===== config.mk =====
export PLATFORM = sky130hd
export DESIGN_NAME = qpel_avg_sched
export DESIGN_NICKNAME = d
export VERILOG_FILES = /design/src/rtl/fme_pkg.sv /design/src/rtl/qpel_lane_avg.sv /design/src/rtl/qpel_avg_sched.sv
export SDC_FILE = /design/constraint.sdc
export NUM_CORES = 1
export LEC_CHECK = 0
export CORE_AREA = 5 5 122 66
export DETAILED_ROUTE_END_ITERATION = 7
export DIE_AREA = 0 0 127 71
export GPL_ROUTABILITY_DRIVEN = 0
export PLACE_DENSITY = 0.87
export SETUP_SLACK_MARGIN = 0.15
export SYNTH_ARGS = -nofsm -noshare
export SYNTH_HDL_FRONTEND = slang
export SYNTH_HIERARCHICAL = 1
export SYNTH_SLANG_ARGS = --single-unit

===== constraint.sdc =====
create_clock -name clk -period 4.12 [get_ports clk]
set_input_delay 1.236 -clock clk [delete_from_list [all_inputs] [get_ports clk]]
set_output_delay 1.236 -clock clk [all_outputs]
set_load 0.01 [all_outputs]

===== src/rtl/fme_pkg.sv =====
// rtl/fme_pkg.sv - shared FME encodings: averaging modes, scheduler states, pixel width
package fme_pkg;

  localparam int PIX_W_DEFAULT = 8;

  localparam logic [1:0] MODE_PASS_A = 2'b00;
  localparam logic [1:0] MODE_PASS_B = 2'b01;
  localparam logic [1:0] MODE_AVG    = 2'b10;

  typedef enum logic [1:0] {
    ST_IDLE  = 2'd0,
    ST_RUN   = 2'd1,
    ST_DRAIN = 2'd2
  } state_e;

endpackage


===== src/rtl/qpel_lane_avg.sv =====
// rtl/qpel_lane_avg.sv - single-lane rounding average (a + b + 1) >> 1
module qpel_lane_avg
  import fme_pkg::*;
#(
  parameter int PIX_W = PIX_W_DEFAULT
) (
  input  logic [PIX_W-1:0] a,
  input  logic [PIX_W-1:0] b,
  output logic [PIX_W-1:0] avg
);

  // One extra bit holds the carry; the shifted result always fits PIX_W.
  logic [PIX_W:0] sum;

  assign sum = {1'b0, a} + {1'b0, b} + {{PIX_W{1'b0}}, 1'b1};
  assign avg = PIX_W'(sum >> 1);

endmodule


===== src/rtl/qpel_avg_sched.sv =====
// rtl/qpel_avg_sched.sv - quarter-pel averaging scheduler over a BLK x BLK block
// Optional QPEL_STALL_CNT_EN adds a saturating output-stall counter port.
module qpel_avg_sched
  import fme_pkg::*;
#(
  parameter int BLK   = 4,
  parameter int PIX_W = PIX_W_DEFAULT
) (
  input  logic               clk,
  input  logic               rst_n,
  input  logic               start,
  input  logic [1:0]         mode,
  output logic               busy,
  output logic               done,
  input  logic               in_valid,
  output logic               in_ready,
  input  logic [BLK*PIX_W-1:0] in_a,
  input  logic [BLK*PIX_W-1:0] in_b,
  output logic               out_valid,
  input  logic               out_ready,
  output logic [BLK*PIX_W-1:0] out_row,
  output logic               out_last
`ifdef QPEL_STALL_CNT_EN
  ,
  output logic [15:0]        stall_cnt
`endif
);

  localparam int ROW_W = BLK * PIX_W;
  localparam int CNT_W = $clog2(BLK);
  localparam logic [CNT_W-1:0] LAST_ROW = CNT_W'(BLK - 1);

  state_e             state_q, state_d;
  logic [1:0]         mode_q, mode_d;
  logic [CNT_W-1:0]   in_cnt_q, in_cnt_d;
  logic [CNT_W-1:0]   out_cnt_q, out_cnt_d;
  logic               out_valid_q, out_valid_d;
  logic [ROW_W-1:0]   out_row_q, out_row_d;
  logic               done_q, done_d;

  logic               start_acc;
  logic               in_fire;
  logic               out_fire;
  logic [ROW_W-1:0]   res_row;

  for (genvar g = 0; g < BLK; g++) begin : g_lane
    logic [PIX_W-1:0] a_l, b_l, avg_l;

    assign a_l = in_a[g*PIX_W +: PIX_W];
    assign b_l = in_b[g*PIX_W +: PIX_W];

    qpel_lane_avg #(.PIX_W(PIX_W)) u_avg (
      .a   (a_l),
      .b   (b_l),
      .avg (avg_l)
    );

    assign res_row[g*PIX_W +: PIX_W] = (mode_q == MODE_PASS_A) ? a_l :
                                       (mode_q == MODE_PASS_B) ? b_l : avg_l;
  end

  always_ff @(posedge clk) begin
    if (!rst_n) begin
      state_q <= ST_IDLE;
    end else begin
      state_q <= state_d;
    end
  end

  always_comb begin
    state_d = state_q;
    case (state_q)
      ST_IDLE:  if (start) state_d = ST_RUN;
      ST_RUN:   if (in_fire && (in_cnt_q == LAST_ROW)) state_d = ST_DRAIN;
      ST_DRAIN: if (out_fire && (out_cnt_q == LAST_ROW)) state_d = ST_IDLE;
      default:  state_d = ST_IDLE;
    endcase
  end

  // Single output register with no skid: input only moves when the slot frees.
  always_comb begin
    busy      = (state_q != ST_IDLE);
    start_acc = (state_q == ST_IDLE) && start;
    in_ready  = (state_q == ST_RUN) && (!out_valid_q || out_ready);
    in_fire   = in_valid && in_ready;
    out_fire  = out_valid_q && out_ready;
    out_last  = out_valid_q && (out_cnt_q == LAST_ROW);
    out_valid = out_valid_q;
    out_row   = out_row_q;
    done      = done_q;
  end

  always_comb begin
    mode_d      = start_acc ? mode : mode_q;
    in_cnt_d    = in_cnt_q;
    out_cnt_d   = out_cnt_q;
    out_valid_d = out_valid_q;
    out_row_d   = out_row_q;
    done_d      = (state_q == ST_DRAIN) && out_fire && (out_cnt_q == LAST_ROW);
    if (start_acc) begin
      in_cnt_d  = '0;
      out_cnt_d = '0;
    end else begin
      if (in_fire)  in_cnt_d  = in_cnt_q + CNT_W'(1);
      if (out_fire) out_cnt_d = out_cnt_q + CNT_W'(1);
    end
    if (in_fire) begin
      out_valid_d = 1'b1;
      out_row_d   = res_row;
    end else if (out_fire) begin
      out_valid_d = 1'b0;
    end
  end

  always_ff @(posedge clk) begin
    if (!rst_n) begin
      mode_q      <= MODE_PASS_A;
      in_cnt_q    <= '0;
      out_cnt_q   <= '0;
      out_valid_q <= 1'b0;
      out_row_q   <= '0;
      done_q      <= 1'b0;
    end else begin
      mode_q      <= mode_d;
      in_cnt_q    <= in_cnt_d;
      out_cnt_q   <= out_cnt_d;
      out_valid_q <= out_valid_d;
      out_row_q   <= out_row_d;
      done_q      <= done_d;
    end
  end

`ifdef QPEL_STALL_CNT_EN
  logic [15:0] stall_q, stall_d;

  always_comb begin
    stall_d = stall_q;
    if (start_acc) begin
      stall_d = '0;
    end else if (out_valid_q && !out_ready && (stall_q != 16'hFFFF)) begin
      stall_d = stall_q + 16'd1;
    end
  end

  always_ff @(posedge clk) begin
    if (!rst_n) begin
      stall_q <= '0;
    end else begin
      stall_q <= stall_d;
    end
  end

  assign stall_cnt = stall_q;
`endif

endmodule


==> metrics.md <==
| Metric | Value |
|---|---|
| Final std cells w/o fill | between 500 and 600 |
| Total grt overflow | 0 |
| Initial Utilization | 48.4% |
| DRT Pass-1 Iters | 5 |
| Die height | slightly above 70 um |
| Ys Warns | 6 |
| Worst-Skew Late Latency | between 0.2 and 0.3 ns |
| Power Total | 1.34 mW |
| Placed insts | between 500 and 600 |
| Crit. End Element | output port |
| FF-to-FF Start | mode_q[0]$_SDFFE_PN0P_ |
| Pwr per Cell Area | approximately 290 nW/um^2 |
| Drc violations | 0 |
| Worst Tran Pin Value | 1.10 ns |
| Skew final | 0.00640 ns |
| IO Pins | around 110 |
| Multi-input logic area | 2410 um^2 |
| Final period util | a little under 90% |
| First-pass GRT wire length | about 16000 um |
| Number of flops mapped to enable cells by yosys | 0 |
| Peak supply drop | about 0.20 mV |
| Final Core Density | between 60% and 70% |
| Slowest-stage cell, CP | clkdlybuf4s50_1 |
| F_max | ~280 MHz |
| Layout fillers | roughly 590 |
| Commonest cells after routing, fill and taps aside | 106 x clkdlybuf4s50_1, 44 x nand2_1, 40 x dfxtp_1, 38 x mux2i_1 |
| Yosys cell types | 47 |
| Clock root cell | clkbuf_16 |
| Relative slew slack | a little over a quarter |
| Final Hold Fails | 0 |
| Setup Total Neg Slack | 0 ns |
| Antenna Nets Post-Route | 0 |
| Count of final max-slew check failures | 0 |
| CP Max Fanout | 6 |
| Die W | approximately 130 um |
| Reg clk slew, reported paths | 0.06 ns |
| Delay-heaviest family, CP | buffers and inverters |
| Die area | ~9000 um^2 |
| Total track usage | between 20% and 30% |
| Largest net degree at the start of global routing | 66 |
| Worst min path class | flip-flop to flip-flop |
| Most common cell after layout, fill and taps aside | clkdlybuf4s50_1 |
| Post-synthesis sequential area ratio | between 20% and 30% |
| Wirelength per Cell | 16.4 um |
| Mean number of vias per cell | about 5.7 |
| Ant. Diodes | 0 |
| # setup viols final | 0 |
| Via count | about 3.4k |
| WL final | just under 10000 um |
| Final WS setup | approximately 0.55 ns |
| Worst path bufs/invs | 2 |
| HPWL Detailed | ~7300 um |
| Clk sinks | 42 |
| CTS tree | done |
| Seq cells post-synth | between 40 and 50 |
| Max-cap violation count | 0 |
| Setup bufs post-CTS | 0 |
| CP required | 2.88 ns |
| Hold path start | out_row[2]$_SDFFE_PN0P_ |
| Gate Count Post-Synth | around 400 |
| Core Region | about 7000 um^2 |
| Final min period | around 3.6 ns |
| TritonCTS Buffers | 5 |
| WS Path Type | input pin to output port |
| Post-synthesis async set-or-reset flop share | 0% |
| # port buffers | between 100 and 150 |
| CP max stage delay | around 0.55 ns |
| Post-Syn Area | roughly 3400 um^2 |
| CP arrival | 2.34 ns |
| H-tree levels | 2 |
| Ratio of cells with drive above 1 in the final layout | about 4.6% |
| CTS Buffer Depth | 2 |
| Nets | 601 |
| Status | finished clean |
| Static Leak | 1.81 nW |
| Initial antenna violation count | 0 |
| Post-Syn Area per Cell | around 8.5 um^2 |
| Synth Flop Type | dfxtp_1 |
| Synthesized Nets | ~500 |
| Register Area | about 840 um^2 |
| Initial DRC count | approximately 230 |
| Vias in the first global route | between 3k and 4k |
| Worst path cell trace | clkdlybuf4s50_1 -> and2b_4 -> nor2_1 -> dlymetal6s2s_1 |
| Critical Path Start | out_ready |
| Num rows | 22 |
| Area grow syn2layout | 38.3% |
| Startpoint types | input pin |
| RSZ-0062 raised after global routing | false |
| Dpl ws | 0.176 ns |
==> cell families (layout without fill, tap and decap cells) <==
family	count (synthesis)	count (layout)	share of synthesized area, %
AO/OA/AOI/OAI	127	127	26.2
XOR/XNOR	13	13	3.37
adder cells (fa/ha/maj)	34	34	13.5
buffers and inverters	30	130	4.44
flip-flops	42	42	24.9
multiplexers	38	38	11.2
AND/OR/NAND/NOR	113	113	16.5
==> layout make-up <==
class | count | area share (%)
multi-input cells | 325 | 51.5
repair buffers | 109 | 23.3
flip-flops and latches | 42 | 18.0
inverters | 13 | 1.04
well taps | 96 | 2.57
clock inverters | 3 | 0.937
clock buffers | 5 | 2.68
==> worst register-to-register path, cell delays in order (launching register included) <==
cell and delay [ns]:
dfxtp_2 1.04, mux2i_1 0.31, o21ai_0 0.14, a22o_1 0.25
==> layer usage <==
metal / global-route usage [%] / part of all wire [%] / vias to the layer above
met2: 34.4 / 44 / 124
met1: 28.9 / 48 / 1583
met4: 2.26 / 0.44 / 0
li1: - / - / 1682
met3: 4.98 / 7.2 / 6
met5: 0 / 0 / -
==> synthesized netlist by cell type, types with 4 or more instances <==
library cell | instances | area share [%]
xnor2_1 | 5 | 1.3
inv_1 | 11 | 1.2
a21o_1 | 6 | 1.3
buf_2 | 6 | 0.89
a22o_1 | 32 | 8.3
or2_1 | 4 | 0.74
a311o_1 | 6 | 1.8
fa_1 | 4 | 2.4
clkbuf_1 | 6 | 0.67
o21ai_0 | 32 | 4.7
o21bai_1 | 4 | 0.89
nor3_1 | 10 | 1.5
a221oi_1 | 4 | 1.0
a21oi_1 | 21 | 3.1
dfxtp_1 | 42 | 25
nor2b_1 | 9 | 1.7
nor2_1 | 19 | 2.1
ha_1 | 30 | 11
xor2_1 | 8 | 2.1
mux2i_1 | 38 | 11
nand3_1 | 6 | 0.89
o21ai_1 | 4 | 0.59
a21oi_2 | 4 | 1.0
nand2_1 | 44 | 4.9
nand2b_1 | 4 | 0.74
o211ai_1 | 4 | 0.89
==> what timing repair did <==
| item | 4_1_cts | 5_1_grt |
|---|---|---|
| hold buffers | 0 | 0 |
| endpoints found under the setup margin | 0 | 1 |
| gates resized for setup | 0 | 1 |
==> metrics by stage <==
stage / instance area, um^2 / hold WS [ns]
after global placement: 4500 / 0.449
after detailed placement: 4500 / 0.464
after global routing: 4680 / 0.494
after floorplan: 3380 / 0.440
after CTS: 4670 / 0.485
final: 4680 / 0.482
==> where the power goes <==
group	total, mW	internal [mW]	switching [mW]
combinational	0.421	0.222	0.199
clock	0.461	0.287	0.174
sequential	0.456	0.425	0.0306
==> sequential cells by signal (all words and copies together) (netlist names) <==
name       count
out_row       32
in_cnt_q       2
mode_q         2
out_cnt_q      2
state_q        2
done           1
out_valid      1
==> worst paths after layout <==
kind                         endpoint  slack (ns)  cells after the start
max                          in_ready        0.55                      4
min           out_row[2]$_SDFFE_PN0P_        0.48                      1
max reg2reg  out_row[16]$_SDFFE_PN0P_        2.27                      3
min reg2reg   out_row[2]$_SDFFE_PN0P_        0.48                      1
(Power assumes the default switching activity.)
